[src/rtl/fma_pkg.sv]
// Shared types for the FMA line writer: controller states and phrase slot indices.
package fma_pkg;

   typedef enum logic [1:0] {
      IDLE,
      COLLECT,
      WRITE,
      DONE
   } state_t;

   localparam logic [1:0] PHRASE_A = 2'd0;
   localparam logic [1:0] PHRASE_B = 2'd1;
   localparam logic [1:0] PHRASE_C = 2'd2;

endpackage

[src/rtl/fma_line_writer_if.sv]
// FMA result stream: lane data/valid from the producer, ready and phrase slot back.
interface fma_line_writer_if #(
   parameter int FMA_COUNT  = 2,
   parameter int WORD_WIDTH = 16
);
   localparam int PW = FMA_COUNT * WORD_WIDTH;

   logic [PW-1:0]        fma_data_in;
   logic [FMA_COUNT-1:0] fma_valid_in;
   logic                 ready_out;
   logic [1:0]           phrase_num_out;

   modport master (
      output fma_data_in,
      output fma_valid_in,
      input  ready_out,
      input  phrase_num_out
   );

   modport slave (
      input  fma_data_in,
      input  fma_valid_in,
      output ready_out,
      output phrase_num_out
   );

endinterface

[src/rtl/fma_line_assembler.sv]
// Three-slot line register: phrase a/b/c are loaded into their slot, clear wipes the line.
module fma_line_assembler
   import fma_pkg::*;
#(
   parameter int PW = 32
) (
   input  logic            clk_in,
   input  logic            rst_in,
   input  logic            load,
   input  logic [1:0]      slot,
   input  logic [PW-1:0]   data,
   input  logic            clear,
   output logic [3*PW-1:0] line
);

   always_ff @(posedge clk_in or negedge rst_in) begin
      if (!rst_in) begin
         line <= '0;
      end else if (clear) begin
         line <= '0;
      end else if (load) begin
         case (slot)
            PHRASE_A: line[PW-1:0]      <= data;
            PHRASE_B: line[2*PW-1:PW]   <= data;
            PHRASE_C: line[3*PW-1:2*PW] <= data;
            default:  line              <= line;
         endcase
      end
   end

endmodule

[src/rtl/fma_line_writer.sv]
// Collects three FMA phrases (a, b, c) into one BRAM line and writes a job of lines
// to consecutive, wrapping addresses.
module fma_line_writer
   import fma_pkg::*;
#(
   parameter int FMA_COUNT  = 2,
   parameter int WORD_WIDTH = 16,
   parameter int ADDR_WIDTH = 9
) (
   input  logic                  clk_in,
   input  logic                  rst_in,
   input  logic                  start_in,
   input  logic [ADDR_WIDTH-1:0] base_addr_in,
   input  logic [ADDR_WIDTH-1:0] line_count_in,
   fma_line_writer_if.slave      fma,
   output logic [ADDR_WIDTH-1:0] bram_addr_out,
   output logic [3*FMA_COUNT*WORD_WIDTH-1:0] bram_data_out,
   output logic                  bram_we_out,
   output logic                  busy_out,
   output logic                  done_out,
   output logic                  error_out
);

   localparam int PW         = FMA_COUNT * WORD_WIDTH;
   localparam int LINE_WIDTH = 3 * PW;
   localparam logic [ADDR_WIDTH-1:0] ONE = ADDR_WIDTH'(1);

   state_t                state, state_next;
   logic [ADDR_WIDTH-1:0] base_q;
   logic [ADDR_WIDTH-1:0] count_q;
   logic [ADDR_WIDTH-1:0] lines_written;
   logic [ADDR_WIDTH-1:0] lines_inc;
   logic [1:0]            phrase_num;
   logic                  error_q;
   logic                  all_valid;
   logic                  any_valid;
   logic                  accept;
   logic                  partial;
   logic [LINE_WIDTH-1:0] line;

   always_comb begin
      all_valid = &fma.fma_valid_in;
      any_valid = |fma.fma_valid_in;
      accept    = (state == COLLECT) && all_valid;
      partial   = (state == COLLECT) && any_valid && !all_valid;
      lines_inc = lines_written + ONE;
   end

   always_ff @(posedge clk_in or negedge rst_in) begin
      if (!rst_in) begin
         state <= IDLE;
      end else begin
         state <= state_next;
      end
   end

   always_comb begin
      state_next = state;
      case (state)
         IDLE: begin
            if (start_in) begin
               state_next = (line_count_in == '0) ? DONE : COLLECT;
            end
         end
         COLLECT: begin
            if (accept && (phrase_num == PHRASE_C)) begin
               state_next = WRITE;
            end
         end
         WRITE: begin
            // lines_inc is the post-write count, so this compares against lines done
            state_next = (lines_inc == count_q) ? DONE : COLLECT;
         end
         DONE: begin
            state_next = IDLE;
         end
         default: state_next = IDLE;
      endcase
   end

   always_ff @(posedge clk_in or negedge rst_in) begin
      if (!rst_in) begin
         base_q        <= '0;
         count_q       <= '0;
         lines_written <= '0;
         phrase_num    <= PHRASE_A;
         error_q       <= 1'b0;
      end else begin
         case (state)
            IDLE: begin
               if (start_in) begin
                  base_q        <= base_addr_in;
                  count_q       <= line_count_in;
                  lines_written <= '0;
                  phrase_num    <= PHRASE_A;
                  error_q       <= 1'b0;
               end
            end
            COLLECT: begin
               if (partial) begin
                  error_q <= 1'b1;
               end
               if (accept) begin
                  phrase_num <= (phrase_num == PHRASE_C) ? PHRASE_A : phrase_num + 2'd1;
               end
            end
            WRITE: begin
               lines_written <= lines_inc;
            end
            default: begin
            end
         endcase
      end
   end

   fma_line_assembler #(.PW(PW)) u_assembler (
      .clk_in (clk_in),
      .rst_in (rst_in),
      .load   (accept),
      .slot   (phrase_num),
      .data   (fma.fma_data_in),
      .clear  (state == WRITE),
      .line   (line)
   );

   always_comb begin
      fma.ready_out      = (state == COLLECT);
      fma.phrase_num_out = phrase_num;
      bram_addr_out      = base_q + lines_written;
      bram_data_out      = line;
      bram_we_out        = (state == WRITE);
      busy_out           = (state != IDLE);
      done_out           = (state == DONE);
      error_out          = error_q;
   end

endmodule
[src/flat_wrapper.sv]
// flat-port wrapper written by rule: the top's interface ports become plain ports
module fma_line_writer_flat import fma_pkg::*;
#(
   parameter int FMA_COUNT  = 2,
   parameter int WORD_WIDTH = 16,
   parameter int ADDR_WIDTH = 9
)
  (clk_in, rst_in, start_in, base_addr_in, line_count_in, bram_addr_out, bram_data_out, bram_we_out, busy_out, done_out, error_out, fma_fma_data_in, fma_fma_valid_in, fma_ready_out, fma_phrase_num_out);
  fma_line_writer_if #(.FMA_COUNT(FMA_COUNT), .WORD_WIDTH(WORD_WIDTH)) fma_i ();
  input  logic clk_in;
  input  logic rst_in;
  input  logic start_in;
  input  logic [ADDR_WIDTH-1:0] base_addr_in;
  input  logic [ADDR_WIDTH-1:0] line_count_in;
  output logic [ADDR_WIDTH-1:0] bram_addr_out;
  output logic [3*FMA_COUNT*WORD_WIDTH-1:0] bram_data_out;
  output logic bram_we_out;
  output logic busy_out;
  output logic done_out;
  output logic error_out;
  input wire logic [$bits(fma_i.fma_data_in)-1:0] fma_fma_data_in;
  input wire logic [$bits(fma_i.fma_valid_in)-1:0] fma_fma_valid_in;
  output wire logic [$bits(fma_i.ready_out)-1:0] fma_ready_out;
  output wire logic [$bits(fma_i.phrase_num_out)-1:0] fma_phrase_num_out;
  assign fma_i.fma_data_in = fma_fma_data_in;
  assign fma_i.fma_valid_in = fma_fma_valid_in;
  assign fma_ready_out = fma_i.ready_out;
  assign fma_phrase_num_out = fma_i.phrase_num_out;
  fma_line_writer #(.FMA_COUNT(FMA_COUNT), .WORD_WIDTH(WORD_WIDTH), .ADDR_WIDTH(ADDR_WIDTH)) u_core (.clk_in(clk_in), .rst_in(rst_in), .start_in(start_in), .base_addr_in(base_addr_in), .line_count_in(line_count_in), .fma(fma_i), .bram_addr_out(bram_addr_out), .bram_data_out(bram_data_out), .bram_we_out(bram_we_out), .busy_out(busy_out), .done_out(done_out), .error_out(error_out));
endmodule
[config.mk]
export PLATFORM = sky130hd
export DESIGN_NAME = fma_line_writer_flat
export DESIGN_NICKNAME = d
export VERILOG_FILES = /design/src/rtl/fma_pkg.sv /design/src/rtl/fma_line_writer_if.sv /design/src/rtl/fma_line_assembler.sv /design/src/rtl/fma_line_writer.sv /design/src/flat_wrapper.sv
export SDC_FILE = /design/constraint.sdc
export NUM_CORES = 1
export LEC_CHECK = 0
export ABC_AREA = 1
export ABC_CLOCK_PERIOD_IN_PS = 3450
export CAP_MARGIN = 5
export CORE_MARGIN = 2
export CORE_UTILIZATION = 25
export CTS_CLUSTER_SIZE = 25
export DETAILED_ROUTE_END_ITERATION = 7
export GPL_ROUTABILITY_DRIVEN = 0
export HOLD_SLACK_MARGIN = 0.02
export SLEW_MARGIN = 20
export SYNTH_ARGS = -nofsm -noshare
export SYNTH_HDL_FRONTEND = slang
export SYNTH_HIERARCHICAL = 1
export SYNTH_SLANG_ARGS = --single-unit
[constraint.sdc]
create_clock -name clk_in -period 3.45 [get_ports clk_in]
set_input_delay 0.8625 -clock clk_in [delete_from_list [all_inputs] [get_ports clk_in]]
set_output_delay 0.8625 -clock clk_in [all_outputs]
set_load 0.05 [all_outputs]
==> results.cfg <==
[critical_path]
worstPathMaxFanout = 8
cp_cell_sequence = ha_1 -> fa_1 -> clkdlybuf4s50_1
reg2reg_slack_ps = 1070
end_kind = primary output
r2r_end = u_core/u_assembler/line[54]
reg2reg_depth = 7
crit_family = buffers and inverters
r2r_start = u_core/state[1]
crit_type = reg -> out
startpoint_type = flop
critical_path_buf_inv_count = 1
worstPathArrival_ps = 2440
cp_slowest_stage_delay_ps = 790
worstPathRequired_ps = 2590
slowest_stage = clkdlybuf4s50_1

[logic_synthesis]
synth_nets = 822
syn_area_um2 = 6110
ys.flop_type = dfrtp_1
yosysTopAreaCell = dfrtp_1
yosysWarnings = 6
synth-seq-cells = 128
synth_cell_types = 27
yosysSeqAreaShare_pct = 52.4
synth_top_cell_area_share_pct = 52.4
async_flop_share_pct = 100
synth.area.top_cells = dfrtp_1, nand3_1, nand2_1
synth_cells = 757
synth_edf_count = 0
avgSynthCellArea_um2 = 8.07

[sta]
slew-limit-headroom_pct = 27.7
slew_viol_final = 0
rsz0062_at_grt = false
setup_viol = 0
period_share_pct = 95.6
finalCriticalPeriod_ps = 3300
max_freq_mhz = 303
hold_violations = 0
worst_slack_ps = 152
skew_ps = 14.2
tns_ps = 0
worst_pin_slew_ps = 1080

[finish]
final_common_cell = nand2_1
layout.nets = 976
drive_gt1_share_pct = 7.03
stdcell_count = 1248
syn2layout_area_growth_pct = 42.0
final_util_pct = 35.9
layout_common_cells = nand2_1, nand3_1, clkdlybuf4s50_1, dfrtp_1, inv_1
n_antenna_cell = 0

[place]
portBuffers = 166
post-place-ws_ps = 390
hpwl_mm = 13.3
placed_cells = 1216

[global_routing]
grt_pass1_wl_mm = 32.2
antenna_found_initial = 0
first_global_vias = 5719
grtUsageTotal_pct = 16.0
gr-total-overflow = 0
grt_start_max_net_pins = 97

[power]
total_power_mw = 8.47
power.static_leakage_nw = 4.36
irDropWorstVdd_uv = 430
cellPowerDensity_nw_per_um2 = 977

[routing]
vias_per_cell = 4.50
drc_errors = 0
post_drt_wl_per_cell_um = 16.0
drt_iter0_markers = 300
first_pass_iters = 5
detail-route-antenna-nets = 0
totalWireLength_mm = 19.9
via_count = 5610

[clocking]
cts_buffers = 17
clock_sinks = 128
cts_tree = done
clock-root-buffer = clkbuf_16
cts.reportedPaths.clkPinSlew_ps = 60
hold_buffers = 0
insertion_delay_ps = 420
clockBufferDepth = 2
ctsHtreeMaxLevel = 4

[run_status]
status = finished, final reports clean

[floorplan]
boundaryPins = 167
start_util_pct = 25.3
core-area_um2 = 24200
die_area_um2 = 25700
die_height_um = 160
row_count = 57
die-width_um = 160

[job]
drv_cap = 0

[hold_path]
hold_path.class = in -> async
[worst reg2reg max path, cell delays in order, from the launching register on]
cell      delay, ps
dfrtp_1         410
nand2_2         220
clkinv_1        140
buf_4           300
clkinv_2         90
buf_4           770
nand3_1         290
nand2_1         100
[logic make-up (layout without fill, tap and decap cells)]
logic type / after synthesis / after routing / synth area share (%)
and+or+nand+nor: 460 / 460 / 32.8
DFF: 128 / 128 / 52.4
buffers and inverters: 113 / 280 / 7.84
AOI/OAI and AO/OA: 38 / 38 / 3.60
adders and majority gates: 10 / 10 / 2.17
xor gates and xnor gates: 8 / 8 / 1.15
[registers in the layout, summed over array words and instances, names as in the netlist]
name,flops
u_core/u_assembler/line,96
u_core/lines_written,9
u_core/base_q,9
u_core/error_out,1
u_core/state,2
u_core/fma.phrase_num_out,2
u_core/count_q,9
[power breakdown]
part           internal [mW]  switching, mW
clock network           1.14          0.674
logic                   1.28           2.99
registers               2.01          0.374
[worst max path at each step]
stage	cells past startpoint	startpoint	slack [ps]	end
after floorplan	7	u_core/lines_written[0]	420	bram_addr_out[8]
after global placement	7	u_core/lines_written[3]	450	bram_addr_out[5]
after detailed placement	7	u_core/lines_written[3]	390	bram_addr_out[5]
after CTS	5	u_core/lines_written[2]	20	bram_addr_out[3]
after global routing	3	u_core/lines_written[0]	20	bram_addr_out[1]
final	3	u_core/lines_written[0]	150	bram_addr_out[1]
[stage by stage]
| stage | hold slack [ps] | area, um2 |
|---|---|---|
| 6_report | 411 | 8680 |
| 5_1_grt | 435 | 8680 |
| 4_1_cts | 420 | 8680 |
| 3_5_place_dp | 475 | 8080 |
| 3_3_place_gp | 469 | 8080 |
| 2_1_floorplan | 455 | 6110 |
[cell usage after synthesis (all sizes together), types with 7 or more instances]
cell    count
ha          9
inv        70
nand2     220
nand4       8
o21ai      16
clkbuf      7
xor2        8
nand3     176
a21oi      10
buf        36
dfrtp     128
nor2       51
[area by class of cell]
| class | instances | area, um2 |
|---|---|---|
| clock buffer | 23 | 488 |
| clock inverter | 9 | 106 |
| fill | 2491 | 15500 |
| inverter | 70 | 264 |
| multi-input combinational | 516 | 2460 |
| sequential | 128 | 3200 |
| tap | 324 | 405 |
| timing repair buffer | 178 | 1760 |
[per-layer routing]
| layer | global-route usage (%) | share of wire, % |
|---|---|---|
| met3 | 4.98 | 7.0 |
| met4 | 3.48 | 0.68 |
| met1 | 21.3 | 45 |
| met5 | 0 | 0 |
| met2 | 25.7 | 47 |
[timing repair]
action / 4_1_cts / 5_1_grt
buffers inserted: 0 / 0
gates resized for setup: 2 / 1
pin swaps: 0 / 0
setup endpoints to repair: 2 / 1
Power figures use the tool's default switching activity.
==> edit 1: new RTL, same flow settings <==
Encoding of `state_t`: now one-hot (4 bits for 4 states).
--- a/src/rtl/fma_pkg.sv
+++ b/src/rtl/fma_pkg.sv
@@ -2,9 +2,9 @@
 package fma_pkg;
 
-   typedef enum logic [1:0] {
-      IDLE,
-      COLLECT,
-      WRITE,
-      DONE
+   typedef enum logic [3:0] {
+      IDLE    = 4'b0001,
+      COLLECT = 4'b0010,
+      WRITE   = 4'b0100,
+      DONE    = 4'b1000
    } state_t;
 
Behaviour: no difference found for any inputs over 4 cycles, from zero or initial values and one cycle with rst_in low; so few cycles prove little.
==> edit 1 against the original RTL <==
- core utilization decreased by 0.56 points
- wire length is 1.8% lower
- sequential share of layout area decreased by 0.12 points
- sequential cell count rose by 2
- synthesized area increased by 3.6%
- worst setup slack improved by 28 ps
- total power fell by 15%
- cell area up 1.9%
- critical endpoint unchanged
==> edit 1: results (changes against the original RTL) <==
* Status: completed (unchanged)
* CP max FO at 5 (was 8)
* Dpl hpwl at 13.3 mm (about the same)
* Period Utilization, post-route at 0.948 (was 0.956)
* Via density at 4.56 (was 4.50)
* Crit-path max cell delay at 800 ps
* Largest net degree at the start of global routing at 82 (was 97)
* Pleak at 4.43 nW (was 4.36 nW)
* Async SR Flop Fraction at 1.00 (unchanged)
* Ys flop type: dfrtp_1 (unchanged)
* Dpl cells at 1,251 (was 1,216)
* Reg2reg start: u_core/state[0] (was u_core/state[1])
* FF-to-FF setup slack at 1040 ps (was 1070 ps)
* Pre-CTS setup slack at 415 ps (was 390 ps)
* Logic pwr share at 0.457 (was 0.505)
* Worst-path clk slew at 60 ps (about the same)
* Peak VDD IR at 0.000337 V (was 0.000430 V)
* Area after DPL at 8300 µm² (was 8080 µm²)
* Post-Synthesis Cells at 787 (was 757)
* Multi-input logic area at 2600 µm² (was 2460 µm²)
* Iter 0 DRT Violations at 353 (was 300)
* Commonest cells in the netlist: nand2_1, nand3_1, dfrtp_1 (unchanged)
* Htree depth at 4 (unchanged)
* Final Hold Slack at 449 ps (was 411 ps)
* Sequential area share after synthesis at 0.514 (was 0.524)
* Synth unique cells at 34 (was 27)
* Initial antenna violation count at 0 (unchanged)
* Compound-Gate Fraction of Synth Area at 0.0298 (was 0.0360)
* Nets@finish at 1,005 (was 976)
* R2R cell count at 8 (was 7)
* Wire length of the first global-routing pass at 31.3 mm (was 32.2 mm)
* Finished Layout Cells at 1,281 (was 1,248)
* Via count of the first global-routing pass at 5,694 (was 5,719)
* R2R Path End: u_core/u_assembler/line[34] (was u_core/u_assembler/line[54])
* All-Layer GR Usage at 0.150 (was 0.160)
* CTS resizes at 1 (was 2)
* Worst Tran Pin Value at 871 ps (was 1080 ps)
* Mapped Nets at 852 (was 822)
* Clock latency on the worst-skew pair at 420 ps (about the same)
* Layout cell share with drive strength beyond 1 at 0.0799 (was 0.0703)
* Synth Area in XOR/XNOR at 0.0111 (was 0.0115)
* Sequential fraction of design power at 0.308 (was 0.281)
* Dominant cells by area after synthesis: dfrtp_1, nand3_1, nand2_1 (unchanged)
* Comb pwr at 3.30 mW (was 4.28 mW)
* Post-synthesis mux area share at 0 (unchanged)
* Layout fillers at 2,614 (was 2,491)
* Final wirelength at 19.6 mm (was 19.9 mm)
* Net Sw Power at 3.21 mW (was 4.04 mW)
* Adder-Cell Fraction of Synth Area at 0.0209 (was 0.0217)
* Slowest-stage cell, CP: clkdlybuf4s50_1 (unchanged)
* Clk_skew at 7.47 ps (was 14.2 ps)
* Ant. Diodes at 0 (unchanged)
* Beginning of the critical path: u_core/lines_written[0] (unchanged)
==> edit 1: cell types whose count changed in the layout (fill, tap and decap cells not counted), moves of 3 or more <==
cell	delta
nand4_1	-4
nand3_1	+11
nor2_2	+6
nand2_1	+14
inv_6	+3
inv_2	+3
clkbuf_8	-3
inv_1	-4
==> edit 1: area by class of cell <==
| cell class | instances | share of cell area |
|---|---|---|
| Timing Repair Buffer | 178 | 0.201 |
| Sequential cell | 130 | 0.368 |
| Clock buffer | 19 | 0.0501 |
| Inverter | 67 | 0.0284 |
| Clock inverter | 11 | 0.0120 |
| Multi-Input combinational cell | 546 | 0.294 |
| Tap cell | 330 | 0.0467 |
==> edit 1: routing by layer <==
| layer | global-route usage | wire (µm) | vias to the layer above |
|---|---|---|---|
| met5 | 0 | 0 | - |
| met2 | 0.235 | 9140 | 180 |
| li1 | - | - | 2863 |
| met1 | 0.197 | 8670 | 2755 |
| met3 | 0.0277 | 916 | 41 |
| met4 | 0.0792 | 824 | 0 |
==> edit 2: new RTL, config.mk and constraints unchanged <==
Without the edit above. `FMA_COUNT` is set to 2 in 3 places; all go to 1.
--- a/src/rtl/fma_line_writer_if.sv
+++ b/src/rtl/fma_line_writer_if.sv
@@ -1,5 +1,5 @@
 // FMA result stream: lane data/valid from the producer, ready and phrase slot back.
 interface fma_line_writer_if #(
-   parameter int FMA_COUNT  = 2,
+   parameter int FMA_COUNT  = 1,
    parameter int WORD_WIDTH = 16
 );
--- a/src/rtl/fma_line_writer.sv
+++ b/src/rtl/fma_line_writer.sv
@@ -4,5 +4,5 @@
    import fma_pkg::*;
 #(
-   parameter int FMA_COUNT  = 2,
+   parameter int FMA_COUNT  = 1,
    parameter int WORD_WIDTH = 16,
    parameter int ADDR_WIDTH = 9
--- a/src/flat_wrapper.sv
+++ b/src/flat_wrapper.sv
@@ -2,5 +2,5 @@
 module fma_line_writer_flat import fma_pkg::*;
 #(
-   parameter int FMA_COUNT  = 2,
+   parameter int FMA_COUNT  = 1,
    parameter int WORD_WIDTH = 16,
    parameter int ADDR_WIDTH = 9
Ports: changed (resized bram_data_out, fma_fma_data_in and fma_fma_valid_in); port bits go from 167 to 102. The function was not compared with the original's and may differ.
==> edit 2 against the original RTL <==
- sequential share of layout area shrank 1.1 points
- sequential cell count shrank 48
- worst setup slack lost 46 ps
- critical endpoint is now bram_addr_out[2]
- cell area shrank 36%
- maximum frequency shrank 1.4%
- critical path type unchanged
- clock skew shrank 8.5 ps
- total power shrank 36%
- count of clock-buffer cells in the layout shrank 12
- wire length shrank 41%
- synthesized area shrank 33%
- highest routed layer unchanged
==> edit 2: results (changes against the original RTL) <==
* Detail-routed net length per standard cell at 14.2 µm (was 16.0 µm)
* M1 WL at 5.66 mm (was 9.01 mm)
* Layout fillers at 1,683 (was 2,491)
* Metal2 WL at 5.44 mm (was 9.37 mm)
* Clock latency on the worst-skew pair at 340 ps (was 420 ps)
* R2R Path End: u_core/u_assembler/line[18] (was u_core/u_assembler/line[54])
* Via count of the first global-routing pass at 3,546 (was 5,719)
* Mapped Nets at 563 (was 822)
* Commonest cells in the netlist: nand2_1, nand3_1, dfrtp_1 (unchanged)
* CTS resizes at 0 (was 2)
* Iter 0 DRT Violations at 242 (was 300)
* FFs & Latches at 80 (was 128)
* Sequential area share after synthesis at 0.487 (was 0.524)
* CP max FO at 7 (was 8)
* Fraction of area in registers at 0.358 (was 0.369)
* Pleak at 2.76 nW (was 4.36 nW)
* Pre-CTS setup slack at 468 ps (was 390 ps)
* Synth unique cells at 33 (was 27)
* Worst Path Arrival at 2480 ps (was 2440 ps)
* Nets@finish at 660 (was 976)
* All-Layer GR Usage at 0.136 (was 0.160)
* Met1 Usage GRT at 0.187 (was 0.213)
* Clock buffer count at 11 (was 23)
* Htree depth at 3 (was 4)
* Overall Power at 5.45 mW (was 8.47 mW)
* Status: completed (unchanged)
* Via density at 4.40 (was 4.50)
* ClkCell Share at 0.0477 (was 0.0685)
-- edit 2: cell types whose count changed after synthesis, sizes merged, moves of 2 or more --
| cell | before | now |
|---|---|---|
| buf | 36 | 13 |
| dfrtp | 128 | 80 |
| inv | 70 | 60 |
| nand2 | 220 | 154 |
| nand3 | 176 | 97 |
| nand3b | 3 | 5 |
| nand4 | 8 | 4 |
| nor2 | 51 | 38 |
| o211ai | 4 | 2 |
| o21ai | 16 | 19 |
| xnor2 | 0 | 2 |
| xor2 | 8 | 6 |
-- edit 2: how the worst min path moves through the flow --
stage / slack (ps) / end / depth (start not counted) / startpoint
3_3_place_gp: 470 / u_core/base_q[6] / 2 / u_core/base_q[6]
2_1_floorplan: 460 / u_core/base_q[0] / 2 / u_core/base_q[0]
5_1_grt: 500 / u_core/base_q[2] / 2 / u_core/base_q[2]
6_report: 490 / u_core/base_q[4] / 2 / u_core/base_q[4]
4_1_cts: 490 / u_core/base_q[4] / 2 / u_core/base_q[4]
3_5_place_dp: 480 / u_core/base_q[2] / 2 / u_core/base_q[2]
-- edit 2: through the flow --
stage	area [µm²]	instances
6_report	5590	833
5_1_grt	5590	833
4_1_cts	5590	833
3_5_place_dp	5330	817
3_3_place_gp	5330	817
2_1_floorplan	4110	515
-- edit 2: kinds of logic (layout without fill, tap and decap cells) --
family                   after synthesis  in the layout  share of synthesized area
AND/OR/NAND/NOR                      299            299                      0.325
adder cells (fa/ha/maj)               10             10                     0.0322
AO/OA/AOI/OAI                         38             38                     0.0505
XOR/XNOR                               8              8                     0.0170
buffers and inverters                 80            182                     0.0882
flip-flops                            80             80                      0.487
-- edit 2: power breakdown --
group | internal, mW | switching [mW] | leakage, nW
clock | 0.486 | 0.376 | 0.126
combinational | 0.953 | 2.09 | 1.59
sequential | 1.29 | 0.253 | 1.05
